`src/rtl/posit_dot_stream.sv`:
```
// posit_dot_stream: pipelined posit<N,0> dot product over an exact quire.
// Define POSIT_DOT_ACC_INIT_EN to add the in_c vector seed port (a*b+c).
module posit_dot_stream #(
  parameter int N          = 8,
  parameter int CARRY_BITS = 6
) (
  input  logic         clk,
  input  logic         rst_n,
  input  logic         in_valid,
  output logic         in_ready,
  input  logic [N-1:0] in_a,
  input  logic [N-1:0] in_b,
  input  logic         in_last,
  output logic         out_valid,
  input  logic         out_ready,
  output logic [N-1:0] out_result,
  output logic [15:0]  out_count
`ifdef POSIT_DOT_ACC_INIT_EN
  ,
  input  logic [N-1:0] in_c
`endif
);
  localparam int QW = 4*N - 6 + CARRY_BITS;
  localparam int PW = 2*N - 4;
  localparam int WW = 6*N - 12;
  localparam int FW = N - 3;

  localparam logic [1:0] ACCUM  = 2'd0;
  localparam logic [1:0] DRAIN  = 2'd1;
  localparam logic [1:0] OUTPUT = 2'd2;

  typedef struct packed {
    logic          zero;
    logic          nar;
    logic          sgn;
    logic [7:0]    k;
    logic [FW-1:0] frac;
  } dec_t;

  function automatic dec_t decode(input logic [N-1:0] x);
    dec_t       d;
    logic [N-1:0] u;
    logic       r;
    logic       run;
    int         m;
    d.zero = (x == '0);
    d.nar  = (x == {1'b1, {(N-1){1'b0}}});
    d.sgn  = x[N-1];
    u      = x[N-1] ? (~x + 1'b1) : x;
    r      = u[N-2];
    run    = 1'b1;
    m      = 0;
    for (int i = N-2; i >= 0; i--) begin
      if (run && (u[i] == r)) m++;
      else run = 1'b0;
    end
    d.k    = r ? 8'(m - 1) : 8'(-m);
    u      = u << (m - 1);
    d.frac = u[FW-1:0];
    return d;
  endfunction

  // product lands in quire units of 2^-(2N-4); shift is biased to stay >= 0
  function automatic logic [QW-1:0] prod_term(input dec_t a, input dec_t b);
    logic [PW-1:0] p;
    logic [WW-1:0] w;
    logic [QW-1:0] t;
    int            sh;
    p  = PW'({1'b1, a.frac}) * PW'({1'b1, b.frac});
    sh = int'($signed(a.k)) + int'($signed(b.k)) + PW;
    w  = WW'(p) << sh;
    t  = QW'(w >> (2*N - 6));
    if (a.zero || b.zero || a.nar || b.nar) t = '0;
    else if (a.sgn ^ b.sgn) t = ~t + 1'b1;
    return t;
  endfunction

`ifdef POSIT_DOT_ACC_INIT_EN
  function automatic logic [QW-1:0] seed_term(input dec_t c);
    logic [QW-1:0] t;
    t = QW'({1'b1, c.frac}) << (int'($signed(c.k)) + N - 1);
    if (c.zero || c.nar) t = '0;
    else if (c.sgn) t = ~t + 1'b1;
    return t;
  endfunction
`endif

  function automatic logic [N-1:0] encode(
    input logic [QW-1:0] q,
    input logic          nar
  );
    logic [QW-1:0] mag;
    logic [QW-1:0] frac;
    logic [N:0]    rv;
    logic [N+QW:0] c;
    logic [N-2:0]  body;
    logic [N-1:0]  pos;
    logic [N-1:0]  res;
    logic          rnd;
    int            p, k, m;
    mag = q[QW-1] ? (~q + 1'b1) : q;
    p   = 0;
    for (int i = 0; i < QW; i++) begin
      if (mag[i]) p = i;
    end
    k    = p - PW;
    frac = mag << (QW - p);
    if (k >= 0) m = k + 1;
    else m = -k;
    if (m > N - 1) m = N - 1;
    if (k >= 0) rv = (N+1)'(((1 << m) - 1) << 1);
    else rv = (N+1)'(1);
    // regime then fraction, left-aligned; the tail feeds guard/sticky
    c    = {rv, frac} << (N - m);
    body = c[N+QW -: N-1];
    rnd  = c[QW+1] && ((|c[QW:0]) || body[0]);
    if (k > N - 2) pos = {1'b0, {(N-1){1'b1}}};
    else if (k < 2 - N) pos = {{(N-1){1'b0}}, 1'b1};
    else pos = {1'b0, body + {{(N-2){1'b0}}, rnd}};
    res = q[QW-1] ? (~pos + 1'b1) : pos;
    if (q == '0) res = '0;
    if (nar) res = {1'b1, {(N-1){1'b0}}};
    return res;
  endfunction

  logic [1:0]    state_q, state_d;
  logic          in_ready_q, in_ready_d;
  logic          p_valid_q, p_valid_d;
  logic          p_last_q, p_last_d;
  logic          p_nar_q, p_nar_d;
  logic [QW-1:0] p_term_q, p_term_d;
  logic [QW-1:0] acc_q, acc_d;
  logic          nar_q, nar_d;
  logic [15:0]   cnt_q, cnt_d;
  logic          e_valid_q, e_valid_d;
  logic          e_nar_q, e_nar_d;
  logic [QW-1:0] e_acc_q, e_acc_d;
  logic [15:0]   e_cnt_q, e_cnt_d;
  logic          r_valid_q, r_valid_d;
  logic [N-1:0]  r_res_q, r_res_d;
  logic [15:0]   r_cnt_q, r_cnt_d;
  logic          out_valid_q, out_valid_d;
  logic [N-1:0]  out_result_q, out_result_d;
  logic [15:0]   out_count_q, out_count_d;

  dec_t          da, db;
  logic          accept;
  logic [QW-1:0] seed;
  logic          seed_nar;
  logic [QW-1:0] sum;
  logic [15:0]   cnt_inc;

  assign in_ready   = in_ready_q;
  assign out_valid  = out_valid_q;
  assign out_result = out_result_q;
  assign out_count  = out_count_q;
  assign accept     = in_valid && in_ready_q;
  assign da         = decode(in_a);
  assign db         = decode(in_b);

`ifdef POSIT_DOT_ACC_INIT_EN
  dec_t dc;
  logic first_q, first_d;
  assign dc = decode(in_c);

  always_comb begin
    seed     = first_q ? seed_term(dc) : '0;
    seed_nar = first_q && dc.nar;
    first_d  = accept ? in_last : first_q;
  end

  always_ff @(posedge clk or negedge rst_n) begin
    if (!rst_n) first_q <= 1'b1;
    else first_q <= first_d;
  end
`else
  always_comb begin
    seed     = '0;
    seed_nar = 1'b0;
  end
`endif

  always_comb begin
    p_valid_d = accept;
    p_last_d  = p_last_q;
    p_nar_d   = p_nar_q;
    p_term_d  = p_term_q;
    if (accept) begin
      p_last_d = in_last;
      p_nar_d  = da.nar || db.nar || seed_nar;
      p_term_d = prod_term(da, db) + seed;
    end
  end

  always_comb begin
    sum       = acc_q + p_term_q;
    cnt_inc   = (cnt_q == 16'hFFFF) ? cnt_q : cnt_q + 16'd1;
    acc_d     = acc_q;
    nar_d     = nar_q;
    cnt_d     = cnt_q;
    e_valid_d = 1'b0;
    e_acc_d   = e_acc_q;
    e_nar_d   = e_nar_q;
    e_cnt_d   = e_cnt_q;
    if (p_valid_q) begin
      if (p_last_q) begin
        e_valid_d = 1'b1;
        e_acc_d   = sum;
        e_nar_d   = nar_q || p_nar_q;
        e_cnt_d   = cnt_inc;
        acc_d     = '0;
        nar_d     = 1'b0;
        cnt_d     = '0;
      end else begin
        acc_d = sum;
        nar_d = nar_q || p_nar_q;
        cnt_d = cnt_inc;
      end
    end
  end

  always_comb begin
    r_valid_d    = e_valid_q;
    r_res_d      = r_res_q;
    r_cnt_d      = r_cnt_q;
    if (e_valid_q) begin
      r_res_d = encode(e_acc_q, e_nar_q);
      r_cnt_d = e_cnt_q;
    end
    out_valid_d  = out_valid_q;
    out_result_d = out_result_q;
    out_count_d  = out_count_q;
    if (r_valid_q) begin
      out_valid_d  = 1'b1;
      out_result_d = r_res_q;
      out_count_d  = r_cnt_q;
    end else if (out_valid_q && out_ready) begin
      out_valid_d = 1'b0;
    end
  end

  always_comb begin
    state_d = state_q;
    unique case (1'b1)
      (state_q == ACCUM):  if (accept && in_last) state_d = DRAIN;
      (state_q == DRAIN):  if (r_valid_q) state_d = OUTPUT;
      (state_q == OUTPUT): if (out_valid_q && out_ready) state_d = ACCUM;
      default:             state_d = ACCUM;
    endcase
    in_ready_d = (state_d == ACCUM);
  end

  always_ff @(posedge clk or negedge rst_n) begin
    if (!rst_n) begin
      state_q      <= ACCUM;
      in_ready_q   <= 1'b0;
      p_valid_q    <= 1'b0;
      p_last_q     <= 1'b0;
      p_nar_q      <= 1'b0;
      p_term_q     <= '0;
      acc_q        <= '0;
      nar_q        <= 1'b0;
      cnt_q        <= '0;
      e_valid_q    <= 1'b0;
      e_nar_q      <= 1'b0;
      e_acc_q      <= '0;
      e_cnt_q      <= '0;
      r_valid_q    <= 1'b0;
      r_res_q      <= '0;
      r_cnt_q      <= '0;
      out_valid_q  <= 1'b0;
      out_result_q <= '0;
      out_count_q  <= '0;
    end else begin
      state_q      <= state_d;
      in_ready_q   <= in_ready_d;
      p_valid_q    <= p_valid_d;
      p_last_q     <= p_last_d;
      p_nar_q      <= p_nar_d;
      p_term_q     <= p_term_d;
      acc_q        <= acc_d;
      nar_q        <= nar_d;
      cnt_q        <= cnt_d;
      e_valid_q    <= e_valid_d;
      e_nar_q      <= e_nar_d;
      e_acc_q      <= e_acc_d;
      e_cnt_q      <= e_cnt_d;
      r_valid_q    <= r_valid_d;
      r_res_q      <= r_res_d;
      r_cnt_q      <= r_cnt_d;
      out_valid_q  <= out_valid_d;
      out_result_q <= out_result_d;
      out_count_q  <= out_count_d;
    end
  end

endmodule

```
`config.mk`:
```
export PLATFORM = sky130hd
export DESIGN_NAME = posit_dot_stream
export DESIGN_NICKNAME = d
export VERILOG_FILES = /design/src/rtl/posit_dot_stream.sv
export SDC_FILE = /design/constraint.sdc
export NUM_CORES = 1
export LEC_CHECK = 0
export BUFFER_PORTS_ARGS = -buffer_cell sky130_fd_sc_hd__buf_2
export CAP_MARGIN = 20
export CORE_ASPECT_RATIO = 0.8
export CORE_UTILIZATION = 55
export DETAILED_ROUTE_END_ITERATION = 16
export PLACE_DENSITY = 0.78
export SYNTH_ARGS = -nofsm -noshare
export SYNTH_HDL_FRONTEND = slang
export SYNTH_SLANG_ARGS = --single-unit
export TNS_END_PERCENT = 100
```
`constraint.sdc`:
```
create_clock -name clk -period 10.92 [get_ports clk]
set_input_delay 0.546 -clock clk [delete_from_list [all_inputs] [get_ports clk]]
set_output_delay 0.546 -clock clk [all_outputs]
set_load 0.1 [all_outputs]
```
==> summary.md, run 1 <==
| Metric | Value |
|---|---|
| Outcome | `completed` |
| Worst-case clock buffer depth | `2` |
| Peak Freq | `0.09631 GHz` |
| Power Total | `3060 µW` |
| DR WL/cell | `20.79 µm` |
| DR vias/cell | `6.612` |
| Primary FF master, synth | `dfrtp_1` |
| Clock Sinks | `187` |
| CTS Hold Bufs | `0` |
| Worst VDD drop | `0.0001603 V` |
| Num CTS Buffers | `17` |
| Syn_area_per_cell | `7.795 µm²` |
| Final WL | `67150 µm` |
| Top cells by area, synth | `dfrtp_1 (22%), ha_1 (5.7%), o21ai_0 (4.8%)` |
| Port Buf Inserts | `46` |
| Die Height | `176.9 µm` |
| Post-synth top area share | `22.25%` |
| Cell Rows | `63` |
| Startpoint Class | `primary input` |
| Initial antenna violation count | `0` |
| Measured slew at the worst slew-check pin | `1.109 ns` |
| Drt pass-1 iters | `6` |
| Number of global-route vias before repair | `19690` |
| Number of placed I/O pins | `47` |
| Non-filler cells, final | `3230` |
| CTS root buf | `clkbuf_16` |
| P_leak | `0.01004 µW` |
| CP max stage delay | `0.54 ns` |
| Hold crit path type | `primary input to async pin` |
| Initial DRC count | `2602` |
| WP buf/inv | `6` |
| Worst path arrival time | `10.73 ns` |
| P&R area growth vs syn | `9.704%` |
| Crit path max-delay cell type | `fa_1` |
| Antenna cells | `0` |
| Final setup fails | `0` |
| Setup slack, reg-to-reg | `0.55 ns` |
| MaxCap Viol Count | `0` |
| GRT Overall Usage | `34.39%` |
| Mapped cell area | `0.02103 mm²` |
| Cells after DPL | `3188` |
| P per Cell Area | `132.6 mW/mm²` |
| CP Class | `primary input to flop` |
| Htree depth | `4` |
| First-pass GRT wire length | `107400 µm` |
| Chip width | `220.6 µm` |
| Crit path max fanout | `3` |
| Clock-pin slew on the worst setup and hold paths | `0.07 ns` |
| Register bit count reported by yosys | `187` |
| HPWL Detailed | `51660 µm` |
| CP endpoint kind | `flop` |
| Largest area contributor in the synthesized netlist | `dfrtp_1` |
| CTS tree | `built` |
| Starting Density | `56.29%` |
| Fraction of layout cells with a size suffix above 1 | `15.79%` |
| DRC errors left | `0` |
| Final Net Count | `2866` |
| Async set-reset flop share out of synthesis | `100.0%` |
| Register area share after synthesis | `22.25%` |
| Slew Limit Fails | `0` |
| Post-Syn Instances | `2698` |
| Kind of cell adding the most delay to the critical path | `simple AND/OR/NAND/NOR gates` |
| Crit share post-route | `95.08%` |
| Clk_skew | `0.01371 ns` |
| Synth Warn # | `0` |
| Antenna Nets Post-Route | `0` |
| Fin. Hold Viols | `0` |
| Final non-filler cell area | `0.02307 mm²` |
| RSZ-0062 raised after global routing | `yes` |
| Distinct cells, synth | `116` |
| Max_slew headroom | `25.84%` |
| Die area | `0.03903 mm²` |
| WP data required | `11.26 ns` |
| EDFF count, synth | `0` |
| Core area | `0.03736 mm²` |
| Post-route setup TNS | `0 ns` |
| Grt total ovfl | `0` |
| DP Area | `0.02215 mm²` |
| Fin crit period | `10.38 ns` |
| Vias after detailed routing | `21360` |
| RePlAce Congestion | `1.021` |
| Pin count of the biggest net entering global routing | `112` |
| Clock Latency Late Sink | `0.45 ns` |
-- path summary, 6_finish.rpt --
| path | start | depth (start not counted) | endpoint |
|---|---|---|---|
| setup / recovery | in_b[1] | 53 | p_term_q[27] |
| hold / removal | rst_n | 1 | e_cnt_q[7] |
| setup reg to reg | e_acc_q[7] | 31 | r_res_q[6] |
| hold reg to reg | state_q[1] | 1 | state_q[0] |
| max in group asynchronous | rst_n | 3 | p_term_q[19] |
| min in group clk | in_last | 3 | p_last_q |
-- stage by stage --
stage / utilization [%] / hold WS (ns) / setup slack, ns
4_1_cts: 60.92 / 0.2345 / 0.1633
3_5_place_dp: 59.29 / 0.4304 / -0.2719
5_1_grt: 61.75 / 0.2709 / -0.05961
3_3_place_gp: 59.27 / 0.4225 / -0.04300
2_1_floorplan: - / 0.2504 / 0.02371
6_report: 61.75 / 0.1928 / 0.5368
-- cell families (layout without fill, tap and decap cells) --
logic type	after synthesis	in the layout	synth area share, %
AOI/OAI and AO/OA	852	852	27.73
xor gates and xnor gates	160	160	6.830
adders and majority gates	115	115	7.520
buffers and inverters	331	375	6.461
DFF	187	187	22.25
muxes	129	129	7.032
other	1	2	0.01783
and+or+nand+nor	923	923	22.16
-- registers in the layout, summed over array words and instances, names as in the netlist, 2 cells and up --
register and cells:
acc_q 32, cnt_q 16, e_acc_q 32, e_cnt_q 16
out_count 16, out_result 8, p_term_q 32, r_cnt_q 16
r_res_q 8, state_q 2
-- report_power, final --
group          internal (µW)  switching [µW]
logic                    723            1000
clock network            335             306
registers                692               0
total                   1750            1310
-- cell usage after synthesis (all sizes together), types with 29 or more instances --
cell	count
mux2i	51
nand2	248
inv	157
and2	32
o211ai	39
and3	37
nor2	210
clkbuf	116
a211oi	44
a21oi	150
nand3	91
ha	96
a31oi	35
a21o	36
xor2	55
o21ai	212
xnor2	103
nand4	29
mux2	70
o22ai	65
dfrtp	187
buf	58
nor3	99
-- repair_timing --
item / in CTS / in global routing
endpoints found under the setup margin: 0 / 29
setup buffers: 0 / 7
resized for setup: 0 / 48
-- cells in the final DEF, fill, tap and decap left out, types with 36 or more instances in the layout --
master    netlist  layout
nand2_1       246     244
a21oi_1       148     142
nand3_1        91      91
mux2i_1        51      51
o211ai_1       39      39
mux2_2         69      69
o22ai_1        65      65
dfrtp_1       187     185
buf_2          33      45
xor2_1         55      52
nor3_1         93      91
nor2_1        208     205
ha_1           96      94
a211oi_1       40      39
inv_1         150     150
o21ai_0       202     190
buf_4          11     136
xnor2_1       102     101
a21o_1         36      36
-- layout make-up --
cell class,instances,area (µm²)
Sequential cell,187,4682
Timing Repair Buffer,186,1354
Multi-Input combinational cell,2181,15220
Clock inverter,14,171.4
Clock buffer,18,439.2
Fill cell,3289,14290
Tap cell,487,609.3
Inverter,157,591.8
-- routing by layer --
metal	up-vias	track usage, %	part of all wire, %
met4	0	6.164	1.1
met3	77	6.821	9.5
met2	980	48.89	42
li1	10020	-	-
met5	-	0	0
met1	10280	53.50	47
No activity file was read; power rests on OpenSTA's default activity.
==> run 2: changes to the inputs <==
--- a/config.mk
+++ b/config.mk
@@ -11,5 +11,6 @@
 export CORE_UTILIZATION = 55
 export DETAILED_ROUTE_END_ITERATION = 16
-export PLACE_DENSITY = 0.78
+export PLACE_DENSITY = 0.69
+export RECOVER_POWER = 100
 export SYNTH_ARGS = -nofsm -noshare
 export SYNTH_HDL_FRONTEND = slang
==> constraint.sdc (replaced) <==
create_clock -name clk -period 10.92 [get_ports clk]
set_input_delay 2.184 -clock clk [delete_from_list [all_inputs] [get_ports clk]]
set_output_delay 2.184 -clock clk [all_outputs]
set_load 0.1 [all_outputs]
==> summary.md, run 2 (same netlist as run 1, synthesis figures left out) <==
| Metric | Value |
|---|---|
| RSZ-0062 raised after global routing | `yes` |
| Chip width | `220.6 µm` |
| DR WL/cell | `20.36 µm` |
| Failing checks | `capacitance limit, slew limit, setup timing` |
| CP Class | `primary input to flop` |
| Hold crit path type | `flop to flop` |
| Most common cell after layout, fill and taps aside | `buf_4` |
| Htree depth | `4` |
| HPWL Detailed | `52020 µm` |
| Non-filler cells, final | `3375` |
| Final setup fails | `21` |
| MaxCap Viol Count | `6` |
| Vias after detailed routing | `22020` |
| Outcome | `complete, but fails checks` |
| Core area | `0.03736 mm²` |
| RePlAce Congestion | `1.001` |
| Measured slew at the worst slew-check pin | `5.297 ns` |
| Crit path max-delay cell type | `fa_1` |
| Initial DRC count | `2653` |
| Number of placed I/O pins | `47` |
| P&R area growth vs syn | `18.53%` |
| Proportion of power drawn by flip-flops and latches | `18.2%` |
| P_leak | `0.01075 µW` |
| Final Hold Slack | `0.4476 ns` |
| Worst VDD drop | `0.0001752 V` |
| Final Net Count | `3010` |
| Drt pass-1 iters | `6` |
| Worst path arrival time | `11.82 ns` |
| Fin crit period | `11.46 ns` |
| Fill count | `3137` |
| DR vias/cell | `6.524` |
| Multi-input logic area | `0.01600 mm²` |
| Cell Rows | `63` |
| WP data required | `11.28 ns` |
| First-pass GRT wire length | `108500 µm` |
| Port Buf Inserts | `46` |
| Total area of sequential cells | `0.004681 mm²` |
| Clock Power Share | `17.1%` |
| Grt total ovfl | `0` |
| Num CTS Buffers | `17` |
| Initial antenna violation count | `2` |
| CTS root buf | `clkbuf_16` |
| Slew Limit Fails | `347` |
| Clock-pin slew on the worst setup and hold paths | `0.08 ns` |
| Die area | `0.03903 mm²` |
| CP endpoint kind | `flop` |
| CTS tree | `built` |
| Sw frac | `43.40%` |
| Worst-case clock buffer depth | `2` |
| Crit share post-route | `104.9%` |
| CP max stage delay | `0.60 ns` |
| Pin count of the biggest net entering global routing | `100` |
| Final worst slack | `-0.5385 ns` |
| P per Cell Area | `152.5 mW/mm²` |
| Antenna Nets Post-Route | `0` |
| Starting Density | `56.29%` |
| Fraction of layout cells with a size suffix above 1 | `22.62%` |
| Startpoint Class | `primary input` |
| Commonest cells after routing, fill and taps aside | `buf_4 (267), nand2_1 (237), nor2_1 (196)` |
| Clk_skew | `0.01355 ns` |
| Switching pwr | `1650 µW` |
| Total internal power | `2152 µW` |
| Final WL | `68710 µm` |
| Clock Latency Late Sink | `0.47 ns` |
| DRC errors left | `0` |
| Die Height | `176.9 µm` |
| Fin. Hold Viols | `0` |
| Peak Freq | `0.08727 GHz` |
| Max_slew headroom | `-253.1%` |
| Clock Sinks | `187` |
| Top Registers | `acc_q (32), e_acc_q (32), p_term_q (32)` |
| Cells after DPL | `3276` |
| Crit path max fanout | `5` |
| Logic pwr share | `64.7%` |
| Number of global-route vias before repair | `20160` |
| GRT Overall Usage | `34.88%` |
-- run 2: cell type report --
| class | instances | share of cell area (%) |
|---|---|---|
| multi-input combinational | 2181 | 64.17 |
| sequential | 187 | 18.78 |
| timing repair buffer | 330 | 9.587 |
| inverter | 157 | 2.455 |
| tap | 487 | 2.445 |
| clock buffer | 17 | 1.707 |
| clock inverter | 15 | 0.8483 |
| antenna | 1 | 0.01004 |
-- run 2: critical path: cells and delay by family --
kind	cells	cell delay (ns)
compound gates	17	3.08
xor+xnor	3	0.54
fa+ha+maj	8	2.38
buf+inv	8	0.68
mux	1	0.28
simple gates	13	2.65
-- run 2: stage by stage --
stage	setup slack [ns]	power (µW)	instance area, µm²	util [%]	TNS [ns]
6_report	-0.5385	3802	24930	66.71	-6.740
5_1_grt	-0.9820	4023	24930	66.71	-18.03
4_1_cts	-0.4382	3479	24350	65.16	-4.357
3_5_place_dp	-1.408	2507	23120	61.87	-31.82
3_3_place_gp	-1.120	2493	23120	61.87	-23.57
2_1_floorplan	-0.4248	1959	21430	-	-2.954
-- run 2: final timing paths --
| path | start | endpoint | slack (ns) | cells after the start |
|---|---|---|---|---|
| min in group asynchronous | rst_n | acc_q[2] | 3.63 | 1 |
| max | in_a[0] | p_term_q[30] | -0.54 | 50 |
| max reg2reg | e_acc_q[3] | r_res_q[6] | 0.60 | 30 |
| min | state_q[1] | state_q[0] | 0.45 | 1 |
| max in group asynchronous | rst_n | r_cnt_q[11] | 1.89 | 3 |
| min reg2reg | state_q[1] | state_q[0] | 0.45 | 1 |
-- run 2: timing repair --
item | CTS | global route
setup buffers | 38 | 32
gates resized for setup | 81 | 91
pin swaps | 46 | 54
hold buffers | 0 | 0
setup endpoints to repair | 31 | 34
-- run 2: routing by layer --
| layer | GRT usage, % | vias up | wire [µm] |
|---|---|---|---|
| li1 | - | 10320 | - |
| met4 | 5.936 | 0 | 724 |
| met2 | 49.56 | 980 | 28890 |
| met5 | 0 | - | 0 |
| met3 | 9.588 | 71 | 6952 |
| met1 | 52.67 | 10650 | 32140 |
-- run 2: power groups by stage --
stage	clock, µW	sequential, µW	combinational (µW)
floorplan	0	706	1250
finish	651	692	2460
global placement	0	706	1790
detailed placement	0	706	1800
CTS	662	692	2130
global route	688	692	2640
